`config.mk`:
```
export PLATFORM = sky130hd
export DESIGN_NAME = grf_dumper
export DESIGN_NICKNAME = d
export VERILOG_FILES = /design/src/rtl/grf_dumper.sv
export SDC_FILE = /design/constraint.sdc
export NUM_CORES = 1
export LEC_CHECK = 0
export CAP_MARGIN = 20
export CORE_ASPECT_RATIO = 0.6
export CORE_MARGIN = 2
export CORE_UTILIZATION = 42
export CTS_BUF_LIST = sky130_fd_sc_hd__clkbuf_8 sky130_fd_sc_hd__clkbuf_16
export CTS_CLUSTER_DIAMETER = 200
export DETAILED_ROUTE_END_ITERATION = 10
export PLACE_DENSITY = 0.8
export SLEW_MARGIN = 20
export SYNTH_ARGS = -nofsm -noshare
export SYNTH_HDL_FRONTEND = slang
export SYNTH_SLANG_ARGS = --single-unit
```
`constraint.sdc`:
```
create_clock -name clk -period 2.5 [get_ports clk]
set_clock_uncertainty 0.15 [all_clocks]
set_input_delay 0.25 -clock clk [delete_from_list [all_inputs] [get_ports clk]]
set_output_delay 0.25 -clock clk [all_outputs]
set_load 0.02 [all_outputs]
```
`src/rtl/grf_dumper.sv`:
```
// Debug reader for the CPU register file: freezes the core, walks GRF read port 1
// and streams every (address, value) pair over a valid/ready handshake.
module grf_dumper #(
    parameter int NUM_REGS  = 32,
    parameter int ADDR_W    = 5,
    parameter int SKIP_ZERO = 0
) (
    input  logic              clk,
    input  logic              Reset,
    input  logic              start,
    output logic              stall,
    output logic [ADDR_W-1:0] rd_addr,
    input  logic [31:0]       rd_data,
    output logic              out_valid,
    input  logic              out_ready,
    output logic [ADDR_W-1:0] out_addr,
    output logic [31:0]       out_data,
    output logic              done
);

    typedef enum logic [1:0] {
        ST_IDLE = 2'd0,
        ST_LOAD = 2'd1,
        ST_SEND = 2'd2,
        ST_DONE = 2'd3
    } state_t;

    localparam logic [ADDR_W-1:0] FIRST_IDX = ADDR_W'((SKIP_ZERO != 0) ? 1 : 0);
    localparam logic [ADDR_W-1:0] LAST_IDX  = ADDR_W'(NUM_REGS - 1);

    state_t            state_q, state_d;
    logic [ADDR_W-1:0] idx_q, idx_d;
    logic              stall_q, stall_d;
    logic              out_valid_q, out_valid_d;
    logic [ADDR_W-1:0] out_addr_q, out_addr_d;
    logic [31:0]       out_data_q, out_data_d;
    logic              done_q, done_d;

    always_comb begin
        state_d     = state_q;
        idx_d       = idx_q;
        stall_d     = stall_q;
        out_valid_d = out_valid_q;
        out_addr_d  = out_addr_q;
        out_data_d  = out_data_q;
        done_d      = 1'b0;
        case (state_q)
            ST_IDLE: begin
                if (start) begin
                    state_d = ST_LOAD;
                    idx_d   = FIRST_IDX;
                    stall_d = 1'b1;
                end
            end
            ST_LOAD: begin
                // Snapshot the read port so later GRF activity cannot alter the beat.
                out_data_d  = rd_data;
                out_addr_d  = idx_q;
                out_valid_d = 1'b1;
                state_d     = ST_SEND;
            end
            ST_SEND: begin
                if (out_ready) begin
                    out_valid_d = 1'b0;
                    if (idx_q == LAST_IDX) begin
                        stall_d = 1'b0;
                        done_d  = 1'b1;
                        state_d = ST_DONE;
                    end else begin
                        idx_d   = idx_q + ADDR_W'(1);
                        state_d = ST_LOAD;
                    end
                end
            end
            default: begin
                state_d = ST_IDLE;
            end
        endcase
    end

    always_ff @(posedge clk or posedge Reset) begin
        if (Reset) begin
            state_q     <= ST_IDLE;
            idx_q       <= '0;
            stall_q     <= 1'b0;
            out_valid_q <= 1'b0;
            out_addr_q  <= '0;
            out_data_q  <= '0;
            done_q      <= 1'b0;
        end else begin
            state_q     <= state_d;
            idx_q       <= idx_d;
            stall_q     <= stall_d;
            out_valid_q <= out_valid_d;
            out_addr_q  <= out_addr_d;
            out_data_q  <= out_data_d;
            done_q      <= done_d;
        end
    end

    assign stall     = stall_q;
    assign rd_addr   = idx_q;
    assign out_valid = out_valid_q;
    assign out_addr  = out_addr_q;
    assign out_data  = out_data_q;
    assign done      = done_q;

endmodule
```
==> results.tsv <==
stage	metric	value	unit
cts	post-CTS setup buffers	0	
worst_setup_path	WP data arrival	2300	ps
detailed_routing	post-detailed-route count of antenna-violating nets	0	
grt	met2 usage	27.93	%
timing	Slew @ Worst Pin	574.5	ps
timing	crit path time final	2263	ps
grt	GRT Total Usage	17.61	%
worst_setup_path	cells on worst reg2reg path	6	
worst_setup_path	Max stage delay on crit path	450	ps
power	Power Dens Cells	1305	nW/um^2
final_layout	n_diodes	0	
timing	Final Hold Violating Endpoints	0	
worst_setup_path	CP top delay family	simple AND/OR/NAND/NOR gates	
floorplan	Die Area	5040	sq um
floorplan	die width	90.33	um
cts	Worst-Skew Late Latency	300	ps
worst_setup_path	crit path buf inv count	0	
power	Total Power	3.753	mW
yosys	Synth cell types	22	
worst_setup_path	Critical Path Start	rd_addr[0]	
placed_design	Final Wtd Congestion	0.7163	
worst_setup_path	reg2reg setup slack	240	ps
worst_setup_path	worst-path cell chain	ha_1, and3_1, ha_1, nand4bb_1, and2_4, a211o_1	
timing	Slew Viols, Final	0	
power	leakage power	1.223	nW
detailed_routing	Via density	4.759	
worst_setup_path	RR Endpoint	rd_addr[3]	
yosys	Synth Area per Inst	14.67	sq um
timing	final setup fails	0	
yosys	top_reg_cell synth	dfrtp_1	
detailed_routing	First-pass DRT Iterations	4	
grt	initial antenna violation count	0	
cts	H-tree depth	2	
yosys	post-synth top area share	62.62	%
yosys	async set-reset flop share out of synthesis	100.0	%
yosys	Area contributors post-synth	dfrtp_1 (63%), mux2_2 (22%), buf_6 (2.4%)	
detailed_routing	WL per Instance	15.30	um
grt	largest net degree at the start of global routing	48	
yosys	register bit total from synthesis	47	
worst_setup_path	Crit Path Category	flip-flop to flip-flop	
detailed_routing	drt drc	0	
grt	M3 GR Usage	6.233	%
floorplan	Chip Height	55.80	um
timing	Fin Setup TNS	0	ps
final_layout	Area Overhead vs Synth	53.16	%
worst_setup_path	Reg-to-Reg Start	rd_addr[0]	
floorplan	I/O Pins	81	
run	maxcap violations	0	
cts	CTS Buf Count	5	
final_layout	share of layout cells above drive strength 1	23.83	%
grt	first-pass GRT wire length	6.920	mm
grt	met1 Usage GRT	22.13	%
placed_design	hpwl dp	3.035	mm
cts	CTS tree	done	
yosys	Seq/Total Area, Yosys	62.62	%
yosys	leading area contributor after synthesis	dfrtp_1	
worst_setup_path	worst-path maximum fanout	8	
floorplan	Initial Util	44.59	%
yosys	most frequent cell after synthesis	dfrtp_1	
placed_design	IO Port Bufs	80	
worst_setup_path	CP startpoint kind	flip-flop	
timing	fin crit share	90.51	%
timing	maximum clock frequency	442.0	MHz
floorplan	Rows	18	
cts	CTS max path bufs	2	
run_status	outcome	complete, no violations	
yosys	Mapped Cells	128	
worst_hold_path	hold crit path type	input pin to asynchronous set/reset pin	
grt	gr busiest metal	met2	
cts	Resized Gates After CTS	0	
detailed_routing	drt first-iter violations	20	
worst_setup_path	Req. time, crit path	2540	ps
cts	CTS Sinks	47	
cts	CTS root buf	clkbuf_8	
floorplan	core area	4212	sq um
worst_setup_path	critical path endpoint category	flip-flop	
yosys	Synth Net Count	166	
detailed_routing	via count	1304	
worst_setup_path	crit path max-delay cell type	dfrtp_1	
detailed_routing	WL final	4.192	mm
timing	RSZ-0062 raised after global routing	no	
yosys	Synth warnings	0	
grt	total global routing overflow	0	
final_layout	# nets final	251	
timing	relative slew slack	61.70	%
yosys	Post-synth EDFFs	0	
cts	Post-CTS Hold Fix Bufs	0	
cts	Clock Pin Slew Worst Setup and Hold Paths	90	ps
grt	vias in the first global route	1437	
worst_setup_path	CP most frequent cell	ha_1	
power	maximum vdd drop	693.6	uV
yosys	Netlist Area Pre-Place	1878	sq um
yosys	most frequent cells after synthesis	dfrtp_1 (47), mux2_2 (36), o21ai_0 (6)	
## worst max path at each step
| stage | to | slack, ps | depth (start not counted) |
|---|---|---|---|
| after floorplan | rd_addr[3] | 390 | 7 |
| after global placement | rd_addr[3] | 360 | 6 |
| after detailed placement | rd_addr[3] | 280 | 6 |
| after CTS | rd_addr[3] | 250 | 6 |
| after global routing | rd_addr[3] | 140 | 6 |
| final | rd_addr[3] | 240 | 6 |
## sequential cells by signal, summed over array words and instances, names as in the netlist
| register | flops |
|---|---|
| out_data | 32 |
| out_addr | 5 |
| rd_addr | 5 |
| state_q | 2 |
| done | 1 |
| out_valid | 1 |
| stall | 1 |
## placed cells by master (no fill, tap or decap), types with 2 or more instances in the layout
master | Yosys | routed
clkdlybuf4s50_1 | 0 | 80
dfrtp_1 | 47 | 47
mux2_2 | 36 | 36
o21ai_0 | 6 | 6
a21oi_1 | 5 | 5
clkbuf_8 | 0 | 5
inv_1 | 5 | 4
nand3_1 | 4 | 4
nand2_1 | 4 | 4
and3_1 | 3 | 3
ha_1 | 2 | 2
bufinv_16 | 0 | 2
buf_4 | 0 | 2
## power by group
part | internal (mW) | leakage (nW) | switching, mW
clock | 0.399 | 0.0644 | 0.259
combinational | 0.975 | 0.585 | 0.818
sequential | 1.09 | 0.574 | 0.214
total | 2.46 | 1.22 | 1.29
## layer usage
metal	part of all wire, %	vias to the layer above
met4	1.4	0
met3	7.1	7
li1	-	616
met1	46	623
met2	45	58
met5	0	-
## worst reg2reg max path, stage by stage, from the launching register on
cell	delay, ps
dfrtp_1	450
ha_1	240
and3_1	180
ha_1	200
nand4bb_1	390
and2_4	260
a211o_1	280
## logic make-up after synthesis
kind of cell	Yosys count	synth area share [%]
AO/OA/AOI/OAI	14	4.197
adder cells (fa/ha/maj)	2	1.332
AND/OR/NAND/NOR	18	6.063
flip-flops	47	62.63
buffers and inverters	10	3.597
multiplexers	37	22.19
## cell type report
cell class,instances,area (sq um)
clock inverter,3,67.56
sequential,47,1176
clock buffer,5,68.82
inverter,5,18.77
tap,60,75.07
timing repair buffer,83,835.8
fill,330,1335
multi-input combinational,71,634.4
## stage by stage
step	hold slack, ps	instance area (sq um)	worst slack, ps	util (%)	std cells
4_1_cts	273.9	2877	253.1	68.30	274
3_3_place_gp	318.2	2740	361.0	65.06	266
6_report	254.6	2877	237.3	68.30	274
2_1_floorplan	234.7	1878	385.1	-	128
3_5_place_dp	344.5	2740	277.7	65.06	266
5_1_grt	302.8	2877	143.9	68.30	274
No activity file was read; power rests on OpenSTA's default activity.
